===== config.mk =====
export PLATFORM = sky130hd
export DESIGN_NAME = packet_dispatcher
export DESIGN_NICKNAME = d
export VERILOG_FILES = /design/src/rtl/packet_dispatcher.sv
export SDC_FILE = /design/constraint.sdc
export NUM_CORES = 1
export LEC_CHECK = 0
export CORE_MARGIN = 3
export CORE_UTILIZATION = 41
export DETAILED_ROUTE_END_ITERATION = 10
export PLACE_DENSITY_LB_ADDON = 0.2
export SYNTH_ARGS = -nofsm -noshare
export SYNTH_HDL_FRONTEND = slang
export SYNTH_SLANG_ARGS = --single-unit

===== constraint.sdc =====
create_clock -name clk -period 4.7 [get_ports clk]
set_input_delay 1.41 -clock clk [delete_from_list [all_inputs] [get_ports clk]]
set_output_delay 1.41 -clock clk [all_outputs]
set_load 0.03 [all_outputs]

===== src/rtl/packet_dispatcher.sv =====
// packet_dispatcher: steers packets from one input stream onto one of OUT_NUM lanes through a single output register.
// Define PKT_DISPATCH_STATS_EN to add saturating forwarded/dropped packet counters.
module packet_dispatcher #(
  parameter int OUT_NUM = 8,
  parameter int DATA_W  = 1,
  parameter int DEST_W  = 3
) (
  input  logic                      clk,
  input  logic                      rst,
  input  logic                      valid_in,
  input  logic [DATA_W-1:0]         data_in,
  input  logic                      last_in,
  input  logic [DEST_W-1:0]         dest_in,
  output logic                      ready_in,
  output logic [OUT_NUM-1:0]        valid_out,
  output logic [OUT_NUM*DATA_W-1:0] data_out,
  output logic [OUT_NUM-1:0]        last_out,
  input  logic [OUT_NUM-1:0]        ready_out
`ifdef PKT_DISPATCH_STATS_EN
  ,
  output logic [15:0]               pkt_cnt,
  output logic [15:0]               drop_cnt
`endif
);

  typedef enum logic [1:0] {IDLE, FWD, DROP} state_e;

  state_e              state_q, state_d;
  logic                vld_q, vld_d;
  logic [DATA_W-1:0]   data_q, data_d;
  logic                last_q, last_d;
  logic [DEST_W-1:0]   sel_q, sel_d;
  logic [DEST_W-1:0]   pkt_sel_q, pkt_sel_d;

  logic drainReady;
  logic inFire;
  logic outFire;
  logic destOk;
  logic load;

  always_comb begin
    drainReady = 1'b0;
    for (int k = 0; k < OUT_NUM; k++) begin
      if (sel_q == DEST_W'(k)) drainReady = ready_out[k];
    end
  end

  assign inFire  = valid_in && ready_in;
  assign outFire = vld_q && drainReady;
  assign destOk  = 32'(dest_in) < OUT_NUM;
  // Dropped beats never touch the output register; only routable first beats and FWD beats load it.
  assign load    = inFire && (((state_q == IDLE) && destOk) || (state_q == FWD));

  always_ff @(posedge clk or posedge rst) begin
    if (rst) state_q <= IDLE;
    else     state_q <= state_d;
  end

  always_comb begin
    state_d = state_q;
    case (state_q)
      IDLE:    if (inFire && !last_in) state_d = destOk ? FWD : DROP;
      FWD:     if (inFire && last_in)  state_d = IDLE;
      DROP:    if (inFire && last_in)  state_d = IDLE;
      default: state_d = IDLE;
    endcase
  end

  always_comb begin
    ready_in  = 1'b0;
    valid_out = '0;
    data_out  = '0;
    last_out  = '0;
    if (!rst) ready_in = (state_q == DROP) ? 1'b1 : (!vld_q || drainReady);
    for (int k = 0; k < OUT_NUM; k++) begin
      if (vld_q && (sel_q == DEST_W'(k))) begin
        valid_out[k]                 = 1'b1;
        data_out[k*DATA_W +: DATA_W] = data_q;
        last_out[k]                  = last_q;
      end
    end
  end

  always_comb begin
    vld_d     = vld_q;
    data_d    = data_q;
    last_d    = last_q;
    sel_d     = sel_q;
    pkt_sel_d = pkt_sel_q;
    if (outFire) vld_d = 1'b0;
    if (load) begin
      vld_d  = 1'b1;
      data_d = data_in;
      last_d = last_in;
      sel_d  = (state_q == IDLE) ? dest_in : pkt_sel_q;
    end
    if ((state_q == IDLE) && inFire && destOk) pkt_sel_d = dest_in;
  end

  always_ff @(posedge clk or posedge rst) begin
    if (rst) begin
      vld_q     <= 1'b0;
      data_q    <= '0;
      last_q    <= 1'b0;
      sel_q     <= '0;
      pkt_sel_q <= '0;
    end else begin
      vld_q     <= vld_d;
      data_q    <= data_d;
      last_q    <= last_d;
      sel_q     <= sel_d;
      pkt_sel_q <= pkt_sel_d;
    end
  end

`ifdef PKT_DISPATCH_STATS_EN
  logic dropLast;

  assign dropLast = inFire && last_in && (((state_q == IDLE) && !destOk) || (state_q == DROP));

  always_ff @(posedge clk or posedge rst) begin
    if (rst) begin
      pkt_cnt  <= '0;
      drop_cnt <= '0;
    end else begin
      if (outFire && last_q && (pkt_cnt != 16'hFFFF)) pkt_cnt <= pkt_cnt + 16'd1;
      if (dropLast && (drop_cnt != 16'hFFFF))         drop_cnt <= drop_cnt + 16'd1;
    end
  end
`endif

endmodule


==> run_results.csv, run 1 <==
group,metric,value,unit
floorplanning,row_count,14,
drt,first_iter_violations,14,
critical_path,r2r-end,"sel_q[1]",
synth,synth_area_leaders,"dfrtp_1, and2_1, mux2_2",
hold_path,hold_depth,2,
hold_path,hold-path-endpoint,"pkt_sel_q[1]",
final_layout,fin_util,73.8,%
drt,vias_per_cell,4.97,
drt,wl,1930,µm
synth,synth.largest_area_cell,"dfrtp_1",
grt,grt_pass1_vias,701,
floorplanning,die_h,49.0,µm
sta,hold_viol_final,0,
sta,setup_violations,0,
critical_path,max_stage_delay,670,ps
critical_path,r2r_cells,4,
synth,synth_area,758,µm²
drt,dr.pass1.iters,4,
floorplanning,fp.dieArea,0.00240,mm²
critical_path,cp.depth,6,
final_layout,drive_above_1_share,10.2,%
synth,synth_ff_type,"dfrtp_1",
clocking,cts_buffer_depth,2,
sta,timing.final.crit_period,4550,ps
clocking,cts_hold_buf,0,
critical_path,r2r_setup_slack,2780,ps
synth,synthArstFlopShare,100,%
synth,ys_seq_area_share,33.0,%
clocking,cts_tree,"yes",
sta,slew_violations,0,
grt,grt-ovfl-total,0,
grt,antenna_found_initial,0,
critical_path,regToRegStartpoint,"sel_q[1]",
critical_path,crit_path_frequent_cell,"clkdlybuf4s50_1",
floorplanning,start_util,46.5,%
grt,grt_pass1_wl,3250,µm
critical_path,worstPathCellList,"clkdlybuf4s50_1 > mux2i_1 > o221ai_2 > a31oi_1 > nor2_1 > clkdlybuf4s50_1",
synth,synth_cell_types,25,
critical_path,start_kind,"primary input",
drt,dr_total_vias,751,
synth,synth_seq_cells,10,
synth,ys_warn_count,0,
critical_path,worstPathArrival,3140,ps
clocking,clkTransAtPathRegs,60,ps
sta,tightest_slew,401,ps
floorplanning,core_area,0.00163,mm²
pwr,p_leak,0.484,nW
clocking,clock_latency,270,ps
critical_path,path_delay_family,"buffers and inverters",
synth,netlist_top_cells_count,"and2_1, dfrtp_1, nor2_1, nand2_1, inv_1",
outcome,status,"completed",
grt,grt_max_degree,15,
sta,rsz0062_at_grt,"no",
place,hpwl,1570,µm
synth,synth_top_cell_area_share,33.0,%
place,place_congestion,0.793,
clocking,post_cts_buffers,0,
sta,post-route-period-util,96.9,%
floorplanning,io_pins,41,
drt,wl_per_cell,12.8,µm
grt,grt.total_usage,17.1,%
critical_path,crit_path_end_kind,"primary output",
critical_path,cp_max_fo,3,
clocking,cts_sinks,10,
sta,slew_headroom,73.3,%
clocking,htreeDepth,1,
critical_path,required,3290,ps
synth,syn_nets,102,
clocking,cts_resized,0,
final_layout,fillCellCount,141,
synth,synth_most_common_cell,"and2_1",
final_layout,nNetsFinal,144,
clocking,cts_buffers,3,
pwr,power_density,505,mW/mm²
critical_path,critPathSlowestCell,"clkdlybuf4s50_1",
floorplanning,chipWidth,49.0,µm
clocking,cts_root_buffer,"clkbuf_4",
hold_path,hold_start,"pkt_sel_q[1]",
drt,route.antenna.remaining_nets,0,
critical_path,critPathKind,"primary input to primary output",
final_layout,num_antenna_cells,0,
hold_path,hold_path.class,"flip-flop to flip-flop",
run,drv_cap,0,
pwr,ir_drop,0.353,mV
sta,fin_setup_tns,0,ps
place,numPortBuffers,40,
sta,clock_skew,9.08,ps
drt,remaining_drc_errors,0,
sta,fmax,220,MHz
synth,synth_edf_count,0,
final_layout,syn_to_final_growth,58.6,%
synth,syn_area_per_cell,8.82,µm²
synth,netlist_instances,86,
critical_path,worstPathBufferInverterCount,2,
-- layout make-up --
class	instances	area, µm²	area share [%]
clock buffer	4	36.3	3.02
inverter	6	22.5	1.87
multi-input combinational	67	463	38.5
sequential	10	250	20.8
tap	24	30.0	2.50
timing repair buffer	40	400	33.3
-- registers in the layout, indices dropped and copies added, names as in the netlist --
name / cells
state_q: 1
pkt_sel_q: 3
last_q: 1
data_q: 1
vld_q: 1
sel_q: 3
-- cells in the final DEF, fill, tap and decap left out --
cell type and n:
a41oi_4 1, mux2i_1 4, a31oi_1 1, and4_1 1
nand2_1 7, o32ai_1 3, nor3_1 2, nand4_1 1
nor2b_1 1, o221ai_2 1, a21oi_1 1, o21ai_0 3
o31ai_1 3, nand2b_1 4, nor2_1 9, clkbuf_8 1
clkdlybuf4s50_1 40, nand3b_1 1, and2_1 17, or2_2 1
inv_1 6, dfrtp_1 10, clkbuf_4 3, mux2_2 5
o211ai_2 1
-- cells by family (layout without fill, tap and decap cells) --
kind of cell           count (synthesis)  after routing  share of synthesized area, %
flip-flops                            10             10                          33.0
AND/OR/NAND/NOR                       44             44                          31.2
multiplexers                           9              9                          12.7
AO/OA/AOI/OAI                         14             14                          17.2
buffers and inverters                  9             50                          5.94
-- per-layer routing --
layer  vias up  track usage [%]  part of all wire, %  routed length (µm)
li1        380                -                    -                   -
met1       335             20.9                   44                 847
met2        32             28.5                   47                 910
met3         4             4.59                  7.5                 144
met4         0             6.64                  1.2                  24
met5         -                0                    0                   0
-- worst min-delay path, stage by stage (launching register included) --
cell	delay (ps)
dfrtp_1	380
o31ai_1	70
o32ai_1	60
-- through the flow --
stage | hold WS [ps] | std cells | setup slack (ps) | instance area [µm²] | power, mW
2_1_floorplan | 513 | 86 | 1040 | 758 | 0.428
3_3_place_gp | 530 | 147 | 162 | 1170 | 0.524
3_5_place_dp | 551 | 147 | 151 | 1170 | 0.534
4_1_cts | 560 | 151 | 142 | 1200 | 0.610
5_1_grt | 598 | 151 | 56.7 | 1200 | 0.654
6_report | 557 | 151 | 147 | 1200 | 0.607
-- report_power, final --
group / internal (mW) / switching [mW]
registers: 0.127 / 0.0770
logic: 0.155 / 0.172
clock network: 0.0470 / 0.0297
-- worst max path at each step --
stage                 startpoint       end  slack (ps)
floorplan           ready_out[5]  ready_in        1040
finish              ready_out[5]  ready_in         150
global route        ready_out[5]  ready_in          60
detailed placement  ready_out[5]  ready_in         150
CTS                 ready_out[5]  ready_in         140
global placement    ready_out[5]  ready_in         160
(Power assumes the default switching activity.)
==> inputs of run 2 (changes only) <==
--- a/config.mk
+++ b/config.mk
@@ -5,6 +5,7 @@
 export SDC_FILE = /design/constraint.sdc
 export NUM_CORES = 1
 export LEC_CHECK = 0
+export CAP_MARGIN = 25
 export CORE_MARGIN = 3
 export CORE_UTILIZATION = 41
 export DETAILED_ROUTE_END_ITERATION = 10
==> results of run 2 <==
Same layout as run 1: the final DEF is identical, and so are final timing and power.
==> inputs of run 3 (changes only) <==
--- a/config.mk
+++ b/config.mk
@@ -6,9 +6,11 @@
 export NUM_CORES = 1
 export LEC_CHECK = 0
 export CAP_MARGIN = 25
-export CORE_MARGIN = 3
-export CORE_UTILIZATION = 41
+export CORE_AREA = 3 3 40 42
+export CTS_CLUSTER_SIZE = 20
 export DETAILED_ROUTE_END_ITERATION = 10
+export DIE_AREA = 0 0 43 45
+export DONT_BUFFER_PORTS = 1
 export PLACE_DENSITY_LB_ADDON = 0.2
 export SYNTH_ARGS = -nofsm -noshare
 export SYNTH_HDL_FRONTEND = slang
==> constraint.sdc (replaced) <==
create_clock -name clk -period 5.2 [get_ports clk]
set_input_delay 1.56 -clock clk [delete_from_list [all_inputs] [get_ports clk]]
set_output_delay 1.56 -clock clk [all_outputs]
set_load 0.03 [all_outputs]
==> run 3 against run 2 <==
Compared with the run above: sequential power fell by 11%; worst setup slack improved by 1000 ps; clock skew fell by 0.77 ps; global-route usage fell by 0.40 points; non-clock buffer count fell by 40; clock power fell by 7.3%; via count fell by 18%; worst hold slack got worse by 16 ps.
==> run_results.csv, run 3 (synthesis gave the netlist of run 1 again) <==
group,metric,value,unit
place,hpwl,1160,µm
critical_path,max_stage_delay,440,ps
grt,grt.total_usage,16.7,%
run,drv_cap,0,
grt,grt_max_degree,15,
place,numPortBuffers,0,
drt,wl,1470,µm
clocking,htreeDepth,1,
place,place_congestion,0.773,
final_layout,num_antenna_cells,0,
grt,met3_usage,2.79,%
sta,fin_setup_tns,0,ps
clocking,cts_buffers,3,
critical_path,r2r_setup_slack,3300,ps
clocking,cts_hold_buf,0,
drt,vias_per_cell,6.04,
grt,grt-ovfl-total,0,
drt,wl_per_cell,14.4,µm
final_layout,layout_top_registers,"pkt_sel_q x3, sel_q x3",
final_layout,fillCellCount,127,
clocking,cts_buffer_depth,2,
drt,route.antenna.remaining_nets,0,
outcome,status,"completed",
final_layout,drive_above_1_share,14.9,%
sta,worst_slack,1150,ps
critical_path,regToRegStartpoint,"sel_q[2]",
final_layout,layout_common_cells,"and2_1, dfrtp_1, nor2_1, nand2_1, inv_1",
critical_path,required,3640,ps
final_layout,fin_area,791,µm²
critical_path,worstPathCellList,"mux2i_1 > o221ai_2 > a31oi_1 > nor2_1",
sta,post-route-period-util,77.9,%
grt,grt_pass1_wl,2410,µm
place,placedCellCount,98,
final_layout,layout_commonest_cell,"and2_1",
critical_path,worstPathBufferInverterCount,0,
critical_path,r2r_cells,4,
hold_path,hold_start,"pkt_sel_q[2]",
clocking,clkTransAtPathRegs,60,ps
grt,grt.met1_usage,20.6,%
sta,timing.final.crit_period,4050,ps
clocking,cts_resized,0,
critical_path,critPathKind,"primary input to primary output",
clocking,clock_latency,270,ps
critical_path,start_kind,"primary input",
hold_path,hold_path.class,"flip-flop to flip-flop",
floorplanning,start_util,59.0,%
grt,grt_pass1_vias,553,
critical_path,path_delay_family,"simple AND/OR/NAND/NOR gates",
final_layout,nNetsFinal,104,
critical_path,crit_path_end_kind,"primary output",
critical_path,cp_max_fo,3,
sta,hold_viol_final,0,
sta,slew_headroom,32.3,%
hold_path,hold_depth,2,
pwr,ir_drop,0.296,mV
final_layout,syn_to_final_growth,4.29,%
floorplanning,row_count,13,
sta,tightest_slew,1010,ps
critical_path,r2r-end,"last_q",
sta,rsz0062_at_grt,"no",
clocking,cts_tree,"yes",
grt,antenna_found_initial,0,
clocking,cts_sinks,10,
drt,dr_total_vias,616,
floorplanning,core_area,0.00128,mm²
clocking,post_cts_buffers,0,
place,dp_slack,1130,ps
drt,remaining_drc_errors,0,
critical_path,critPathSlowestCell,"nor2_1",
grt,grt.busiest_layer,"met2",
sta,slew_violations,0,
clocking,cts_root_buffer,"clkbuf_4",
pwr,p_leak,0.339,nW
floorplanning,die_h,45,µm
critical_path,worstPathArrival,2490,ps
grt,globalRouteMet2Util,28.1,%
sta,clock_skew,8.31,ps
pwr,power_density,604,mW/mm²
floorplanning,chipWidth,43,µm
place,placed_area,754,µm²
floorplanning,io_pins,41,
drt,dr.pass1.iters,4,
hold_path,hold-path-endpoint,"pkt_sel_q[2]",
floorplanning,fp.dieArea,0.00194,mm²
sta,setup_violations,0,
sta,fmax,247,MHz
drt,first_iter_violations,5,
final_layout,fin_cells,102,
## run 3: layout make-up
class | count | area [µm²] | area share [%]
clock buffer | 4 | 36.3 | 4.59
sequential | 10 | 250 | 31.6
multi-input combinational | 67 | 463 | 58.5
inverter | 6 | 22.5 | 2.85
tap | 15 | 18.8 | 2.37
## run 3: worst max path at each step
stage	slack, ps	startpoint	to	cells past startpoint
after CTS	1130	ready_out[5]	ready_in	4
final	1150	ready_out[5]	ready_in	4
after floorplan	1240	ready_out[5]	ready_in	4
after global routing	1060	ready_out[5]	ready_in	4
after detailed placement	1130	ready_out[5]	ready_in	4
after global placement	1170	ready_out[5]	ready_in	4
## run 3: metrics by stage
step	total power, mW	utilization (%)	hold slack, ps
2_1_floorplan	0.386	-	513
3_3_place_gp	0.404	58.7	534
3_5_place_dp	0.411	58.7	537
4_1_cts	0.483	61.5	547
5_1_grt	0.518	61.5	578
6_report	0.478	61.5	541
## run 3: routing by layer
metal	wire [µm]	vias to the layer above	share of wire, %
met5	0	-	0
met4	24	0	1.6
met3	109	2	7.4
met2	711	30	48
met1	625	283	43
li1	-	301	-
## run 3: where the power goes
part	switching, mW	internal [mW]	leakage [nW]	total (mW)
Sequential	0.0658	0.115	0.122	0.181
Clock	0.0286	0.0425	0.0210	0.0711
Combinational	0.144	0.0822	0.196	0.226
## run 3: tightest hold or removal path: cells and delay by family, from the launching register on
family	cells	cell delay [ps]
DFF	1	370
AOI/OAI and AO/OA	2	120
